[src/rtl/mulh_pkg.sv]
// Shared encodings for the multi-cycle RV32M multiply sequencer.
package mulh_pkg;

   typedef enum logic [1:0] {
      MUL_OP_MUL    = 2'b00,
      MUL_OP_MULH   = 2'b01,
      MUL_OP_MULHSU = 2'b10,
      MUL_OP_MULHU  = 2'b11
   } mul_op_e;

   typedef enum logic [2:0] {
      IDLE = 3'd0,
      MUL  = 3'd1,
      WAIT = 3'd2,
      FIX  = 3'd3,
      DONE = 3'd4
   } mul_state_e;

   // Left shift applied to each partial product before accumulation.
   // idx 0: lo*lo, idx 1: hiA*loB, idx 2: loA*hiB, idx 3: hi*hi.
   function automatic logic [5:0] pp_shift(input logic [1:0] idx);
      case (idx)
         2'd0:    pp_shift = 6'd0;
         2'd1:    pp_shift = 6'd16;
         2'd2:    pp_shift = 6'd16;
         default: pp_shift = 6'd32;
      endcase
   endfunction

endpackage

[src/rtl/mul16x16_unit.sv]
// Unsigned 16x16->32 multiplier with optional output register.
module mul16x16_unit #(
   parameter int MUL_PIPE = 0
) (
   input  logic        clk,
   input  logic        rst,
   input  logic [15:0] a,
   input  logic [15:0] b,
   output logic [31:0] p
);

   logic [31:0] prod_p0;
   logic [31:0] prod_p1;

   assign prod_p0 = {16'b0, a} * {16'b0, b};

   // Output register; only observed when MUL_PIPE=1, trimmed otherwise.
   always_ff @(posedge clk or posedge rst) begin
      if (rst) prod_p1 <= '0;
      else     prod_p1 <= prod_p0;
   end

   assign p = (MUL_PIPE == 0) ? prod_p0 : prod_p1;

endmodule

[src/rtl/mulh_sequencer.sv]
// Sequences four 16x16 partial products through one shared multiplier and
// applies signed correction to produce MUL/MULH/MULHSU/MULHU results.
module mulh_sequencer
   import mulh_pkg::*;
#(
   parameter int MUL_PIPE = 0
) (
   input  logic        clk,
   input  logic        rst,
   input  logic        start,
   input  logic [1:0]  op,
   input  logic [31:0] rs1,
   input  logic [31:0] rs2,
   input  logic        flush,
   output logic        ready,
   output logic        busy,
   output logic        result_valid,
   input  logic        result_ready,
   output logic [31:0] result
);

   mul_state_e  state;
   mul_op_e     op_r;
   logic [1:0]  idx;
   logic [63:0] acc;
   logic [63:0] acc_next;
   logic [31:0] a_r;
   logic [31:0] b_r;
   logic [15:0] mul_a;
   logic [15:0] mul_b;
   logic [31:0] prod;

   // Signed correction of the unsigned high word, modulo 2^32.
   function automatic logic [31:0] fix_hi(input mul_op_e op_f, input logic [31:0] a,
                                          input logic [31:0] b, input logic [31:0] hi);
      logic [31:0] h;
      h = hi;
      if ((op_f == MUL_OP_MULH || op_f == MUL_OP_MULHSU) && a[31]) h = h - b;
      if (op_f == MUL_OP_MULH && b[31]) h = h - a;
      return h;
   endfunction

   assign mul_a    = idx[0] ? a_r[31:16] : a_r[15:0];
   assign mul_b    = idx[1] ? b_r[31:16] : b_r[15:0];
   assign acc_next = acc + ({32'b0, prod} << pp_shift(idx));

   mul16x16_unit #(.MUL_PIPE(MUL_PIPE)) u_mul (
      .clk (clk),
      .rst (rst),
      .a   (mul_a),
      .b   (mul_b),
      .p   (prod)
   );

   // Control FSM with registered handshake outputs and datapath state.
   always_ff @(posedge clk or posedge rst) begin
      if (rst) begin
         state        <= IDLE;
         ready        <= 1'b1;
         busy         <= 1'b0;
         result_valid <= 1'b0;
         result       <= '0;
         acc          <= '0;
         idx          <= '0;
         a_r          <= '0;
         b_r          <= '0;
         op_r         <= MUL_OP_MUL;
      end else if (state == IDLE) begin
         // flush in IDLE blocks acceptance
         if (start && !flush) begin
            a_r   <= rs1;
            b_r   <= rs2;
            op_r  <= mul_op_e'(op);
            acc   <= '0;
            idx   <= '0;
            state <= MUL;
            ready <= 1'b0;
            busy  <= 1'b1;
         end
      end else if (flush) begin
         // Pipeline kill: drop the operation, keep the last delivered result.
         state        <= IDLE;
         ready        <= 1'b1;
         busy         <= 1'b0;
         result_valid <= 1'b0;
      end else begin
         case (state)
            MUL: begin
               if (MUL_PIPE == 0) begin
                  acc   <= acc_next;
                  idx   <= idx + 2'd1;
                  state <= (idx == 2'd3) ? FIX : MUL;
               end else begin
                  state <= WAIT;
               end
            end
            WAIT: begin
               acc   <= acc_next;
               idx   <= idx + 2'd1;
               state <= (idx == 2'd3) ? FIX : MUL;
            end
            FIX: begin
               result       <= (op_r == MUL_OP_MUL) ? acc[31:0]
                                                    : fix_hi(op_r, a_r, b_r, acc[63:32]);
               busy         <= 1'b0;
               result_valid <= 1'b1;
               state        <= DONE;
            end
            DONE: begin
               if (result_ready) begin
                  result_valid <= 1'b0;
                  ready        <= 1'b1;
                  state        <= IDLE;
               end
            end
            default: begin
               state <= IDLE;
               ready <= 1'b1;
               busy  <= 1'b0;
            end
         endcase
      end
   end

endmodule

[config.mk]
export PLATFORM = sky130hd
export DESIGN_NAME = mulh_sequencer
export DESIGN_NICKNAME = d
export VERILOG_FILES = /design/src/rtl/mulh_pkg.sv /design/src/rtl/mul16x16_unit.sv /design/src/rtl/mulh_sequencer.sv
export SDC_FILE = /design/constraint.sdc
export NUM_CORES = 1
export LEC_CHECK = 0
export ABC_AREA = 1
export CAP_MARGIN = 5
export CORE_ASPECT_RATIO = 0.8
export CORE_MARGIN = 2
export CORE_UTILIZATION = 40
export CTS_CLUSTER_DIAMETER = 80
export DETAILED_ROUTE_END_ITERATION = 16
export GPL_ROUTABILITY_DRIVEN = 0
export PLACE_DENSITY_LB_ADDON = 0.08
export SLEW_MARGIN = 20
export SYNTH_ARGS = -nofsm -noshare
export SYNTH_HDL_FRONTEND = slang
export SYNTH_SLANG_ARGS = --single-unit
[constraint.sdc]
create_clock -name clk -period 9.3 [get_ports clk]
set_clock_uncertainty 0.15 [all_clocks]
set_input_delay 0.93 -clock clk [delete_from_list [all_inputs] [get_ports clk]]
set_output_delay 0.93 -clock clk [all_outputs]
set_load 0.005 [all_outputs]
# After elaboration in Yosys (flattened, before gate mapping)
# Index checks and enable logic that the tools add are counted.
[totals]
ff_bits = 170
in_bits = 71
output_inout_bits = 35
[classes]
addsub = 4
mul = 1
eq_ne = 15
shift = 1
muxes = 35
bitwise = 2
reduce_logical = 21
[ops]
columns = ["operator", "n"]
rows = [
  ["64-bit two-way mux", 4],
  ["32-bit two-way mux", 6],
  ["64-bit adder", 1],
  ["32-bit by 6-bit left shift with 64-bit output", 1],
  ["32-bit subtractor", 2],
  ["16-bit by 16-bit multiplier with 32-bit output", 1],
  ["16-bit two-way mux", 2],
  ["3-bit two-way mux", 4],
  ["6-bit case mux with 2 select lines", 1],
  ["3-bit AND reduction", 4],
  ["1-bit two-way mux", 10],
  ["2-bit two-way mux", 5],
  ["3-bit case mux with 3 select lines", 1],
  ["2-bit == test (second input constant)", 3],
  ["3-bit by 2-bit == test with 1-bit output (second input constant)", 2],
  ["3-bit by 1-bit != test with 1-bit output (second input constant)", 2],
  ["2-bit AND reduction", 3],
  ["3-bit OR reduction", 2],
  ["2-bit by 1-bit == test with 1-bit output (second input constant)", 2],
  ["2-bit logical NOT", 2],
  ["2-bit by 1-bit != test with 1-bit output (second input constant)", 2],
  ["4-bit != test (second input constant)", 1],
  ["1-bit case mux with 2 select lines", 2],
  ["2-bit OR reduction", 2],
  ["11 further kinds", 14],
]

# Depth between registers and ports, before layout
[depth]
ltp_word = 10
mapped_depth = 48
mapped_depth_nobuf = 46

# By module
# Synthesis repeated with hierarchy kept, for this count alone.
[unflattened]
cells_unflattened = 4381
hier_area_um2 = 27288.7
[by_module_without_submodules]
columns = ["mod", "n_inst", "cells_per_inst", "area_each_um2"]
rows = [
  ["mulh_sequencer", 1, 3006, 17799.6],
  ["mul16x16_unit", 1, 1375, 9489.1],
]

# Worst setup path after synthesis
# OpenSTA, ideal clock, no wires.
[synth_timing]
kind = "register -> register"
start = "register idx[1]"
end = "register acc[56]"
setup_time_ns = 0.122
arrival_ns = 7.260
required_ns = 9.028
setup_slack_ns = 1.767
path_stages_with_launch = 40
n_path_buf = 2
path_cell_list = "dfrtp_1 > clkbuf_1 > o21ai_0 > inv_1 > clkbuf_1 > nand2_1 > fa_1 > inv_1 > fa_1 > inv_1 > fa_1 > inv_1 > fa_1 > fa_1 > inv_1 > fa_1 > inv_1 > ha_1 > [... 4 more ...] > a21oi_2 > o21bai_2 > nand2_1 > nand2_1 > nand2_1 > nand3_1 > o21ai_1 > nor2_1 > ha_1 > nand2_1 > nand2_1 > a21oi_1 > a21boi_0 > o21ai_0 > a21oi_1 > nand3_1 > nand2_1 > o21ai_1"
[synth_between]
elab_chain_len = 8
[synth_lines]
columns = ["item", "line_no", "source"]
rows = [
  ["from (decl)", "mulh_sequencer.sv:24", "logic [1:0] idx;"],
  ["from (signal assigned)", "mulh_sequencer.sv:91", "idx <= idx + 2'd1;"],
  ["from (signal assigned)", "mulh_sequencer.sv:99", "idx <= idx + 2'd1;"],
  ["parallel branches: the longest is 3 deep, another holds 16-bit by 16-bit multiplier with 32-bit output", "n/a", ""],
  ["32-bit by 6-bit left shift with 64-bit output *", "mulh_sequencer.sv:45", "assign acc_next = acc + ({32'b0, prod} << pp_shift(idx));"],
  ["64-bit adder *", "mulh_sequencer.sv:45", ""],
  ["64-bit two-way mux *", "n/a", ""],
  ["64-bit two-way mux *", "mulh_sequencer.sv:80", "end else if (flush) begin"],
  ["64-bit two-way mux *", "mulh_sequencer.sv:68", "end else if (state == IDLE) begin"],
  ["to (signal assigned)", "mulh_sequencer.sv:90", "acc <= acc_next;"],
  ["to (signal assigned)", "mulh_sequencer.sv:98", "acc <= acc_next;"],
  ["to (decl)", "mulh_sequencer.sv:25", "logic [63:0] acc;"],
]
# Every way passes the cells marked *. The select of a mux whose other input is x is not followed.
# A chain may end at the register's enable or synchronous reset.

# Worst setup path in the final report
[layout_timing]
start = "register idx[1]"
end = "register acc[45]"
# Same word-level chain as after synthesis.

==> results.py <==
metrics = {
    "synth": {
        "postSynthCellCount": 3914,
        "syn-mean-instance-area_um2": 6.583,
        "synth_area_leader_cell": "sky130_fd_sc_hd__dfrtp_1",
        "seq_area_frac_synth_pct": 16.52,
        "synthArstFlopShare_pct": 100.0,
        "synth.yosys.warnings": 0,
        "synth_fp_nets": 4415,
        "synth_area_leaders": "sky130_fd_sc_hd__dfrtp_1 16%, sky130_fd_sc_hd__fa_1 15%, sky130_fd_sc_hd__nand2_1 15%, sky130_fd_sc_hd__ha_1 11%, sky130_fd_sc_hd__inv_1 9.7%",
        "ys_ff_latch": 170,
        "synthesis.area_um2": 25760,
        "synth_edf_count": 0,
        "yosysUniqueCellTypes": 62,
        "ys.flop_type": "sky130_fd_sc_hd__dfrtp_1",
        "synth_top_cell_area_share_pct": 16.41,
    },
    "timing": {
        "relSlewSlack_pct": 29.24,
        "final-setup-viol-count": 0,
        "max_slew.worst_pin.slew_ns": 1.060,
        "timing.setup.tns_ns": 0,
        "achievable-frequency_mhz": 112.9,
        "rsz0062_at_grt": "no",
        "slew_viol_final": 0,
        "min_period_over_period_pct": 95.20,
        "final_period_minus_worst_setup_slack_ns": 8.854,
        "number_of_failing_hold_endpoints_at_the_final_stage": 0,
    },
    "critical_path": {
        "critPathRequiredTime_ns": 9.57,
        "timing.critical_path.slowest_stage_cell": "sky130_fd_sc_hd__dfrtp_1",
        "worst-endpoint-arrival_ns": 9.13,
        "critical_path.endpoint_type": "register",
        "worstPathMaxFanout": 13,
        "ff2ff_path_depth": 38,
        "cp_common_cell": "sky130_fd_sc_hd__fa_1",
        "crit_path_start_kind": "register",
        "timing_worst_setup_path_type": "register to register",
        "critical_path.max_stage_delay_ns": 0.57,
    },
    "die": {
        "fp-row-count": 83,
        "die_area_um2": 66470,
        "num_io_pins": 106,
        "fp.coreArea_um2": 63970,
        "starting_utilization_of_the_core_area_pct": 40.28,
        "floorplan.die.height_um": 231,
        "die_width_um": 287.8,
    },
    "global_route": {
        "first_pass_grt_wire_length_um": 156900,
        "antenna_found_initial": 1,
        "pin_count_of_the_biggest_net_entering_global_routing": 76,
        "global_route.overflow_total": 0,
        "first_global_vias": 25030,
        "globalRouteTotalUtil_pct": 31.81,
    },
    "routing": {
        "detail_route.wirelength_um": 104000,
        "post-route-drc-count": 0,
        "routed_via_density": 5.310,
        "drt_first_pass_iters": 6,
        "postRouteAntennaNets": 0,
        "post_dr_wirelength_cell_um": 20.99,
        "detail_route.iter0.violations": 2600,
        "vias": 26300,
    },
    "place": {
        "port-buffer-count": 105,
        "detailed_placement_wirelength_estimate_um": 87840,
    },
    "clock_network": {
        "ctsResizeCount": 0,
        "clk_path_buf_depth": 2,
        "post_cts.repair.setup_buffers": 0,
        "clock_insertion_delay_worst_skew_ns": 0.53,
        "htree_num_levels": 4,
        "path_clk_slew_ns": 0.09,
        "tritoncts": "built",
        "cts_hold_buffers": 0,
        "tritoncts.num_buffers": 17,
        "tritoncts_num_sinks": 170,
        "cts_root_buffer": "sky130_fd_sc_hd__clkbuf_16",
    },
    "hold_path": {
        "class_of_the_tightest_hold_or_removal_check": "register to register",
        "hold_path_depth": 1,
    },
    "layout": {
        "fill_cells": 6952,
        "drive_above_1_share_pct": 7.267,
        "layout_common_cells": "1,016 x sky130_fd_sc_hd__nand2_1, 666 x sky130_fd_sc_hd__inv_1, 444 x sky130_fd_sc_hd__nor2_1",
        "final_net_count": 4589,
        "mostFrequentLayoutCell": "sky130_fd_sc_hd__nand2_1",
        "syn_to_final_growth_pct": 13.09,
    },
    "run": {
        "cap_violations": 0,
    },
    "run_status": {
        "outcome": "complete, no violations",
    },
}
## stage by stage
step	instance area, um^2	worst slack [ns]	utilization (%)	hold WS [ns]	instances
6_report	29140	0.4462	45.55	0.3403	4953
5_1_grt	29130	0.01861	45.54	0.3584	4951
4_1_cts	29130	0.6004	45.54	0.3461	4951
3_5_place_dp	28540	0.6155	44.62	0.3250	4919
3_3_place_gp	28540	0.6711	44.62	0.3187	4919
2_1_floorplan	25760	1.767	-	0.3148	3914
## final timing paths
kind	slack (ns)	start	to
max in group asynchronous	6.29	rst	idx[1]$_DFFE_PP0P_
hold / removal	0.34	result_valid$_DFFE_PP0P_	result_valid$_DFFE_PP0P_
hold reg to reg	0.34	result_valid$_DFFE_PP0P_	result_valid$_DFFE_PP0P_
setup / recovery	0.45	idx[1]$_DFFE_PP0P_	acc[45]$_DFFE_PP0P_
setup reg to reg	0.45	idx[1]$_DFFE_PP0P_	acc[45]$_DFFE_PP0P_
min in group asynchronous	0.70	rst	result[12]$_DFFE_PP0P_
## sequential cells by signal, summed over array words and instances, names as in the netlist
| name | cells |
|---|---|
| state | 3 |
| op_r | 2 |
| a_r | 32 |
| result_valid | 1 |
| result | 32 |
| ready | 1 |
| idx | 2 |
| b_r | 32 |
| busy | 1 |
| acc | 64 |
## worst max-delay path, delay by kind of cell, from the launching register on
| kind | cells | cell delay, ns |
|---|---|---|
| AO/OA/AOI/OAI | 8 | 1.43 |
| adder cells (fa/ha/maj) | 8 | 3.54 |
| AND/OR/NAND/NOR | 12 | 1.69 |
| buffers and inverters | 10 | 1.36 |
| flip-flops | 1 | 0.57 |
## area by class of cell
| class | count | area (um^2) | share of cell area [%] |
|---|---|---|---|
| clock inverter | 14 | 148.9 | 0.5110 |
| antenna | 2 | 5.005 | 0.01718 |
| sequential | 170 | 4257 | 14.61 |
| tap | 850 | 1064 | 3.650 |
| clock buffer | 18 | 439.2 | 1.507 |
| inverter | 703 | 2645 | 9.078 |
| timing repair buffer | 241 | 2072 | 7.111 |
| multi-input combinational | 2955 | 18510 | 63.52 |
## cell usage after synthesis, drive strengths merged (2+ instances only)
master / instances
buf: 27
o21ai: 306
a32o: 5
nand2: 1038
a21o: 19
o21bai: 25
xor2: 25
nand4: 35
o21a: 3
nand3: 179
nor4: 4
a22o: 2
a21oi: 293
ha: 233
or2: 18
dfrtp: 169
a21boi: 7
o22ai: 8
o311ai: 3
clkbuf: 59
o211ai: 12
xnor2: 11
nor2: 463
a31oi: 13
nor3: 33
fa: 197
inv: 688
o31ai: 6
clkinv: 15
nand3b: 9
and2: 2
## layer usage
metal	GRT usage [%]	routed length [um]
met5	0	0
met4	8.792	2785
met3	7.708	10260
met2	44.47	41140
met1	48.01	49800
## logic make-up (layout without fill, tap and decap cells)
kind of cell | after synthesis | in the layout | share of synthesized area [%]
AOI/OAI and AO/OA | 705 | 705 | 15.33
xor gates and xnor gates | 36 | 36 | 1.253
adders and majority gates | 430 | 430 | 26.62
buffers and inverters | 789 | 976 | 11.67
DFF | 170 | 170 | 16.52
muxes | 1 | 1 | 0.03885
other | 0 | 2 | 0
and+or+nand+nor | 1783 | 1783 | 28.57
Power is not shown: default switching activity piles up to over one toggle a cycle in this logic, so the estimate is an artifact.
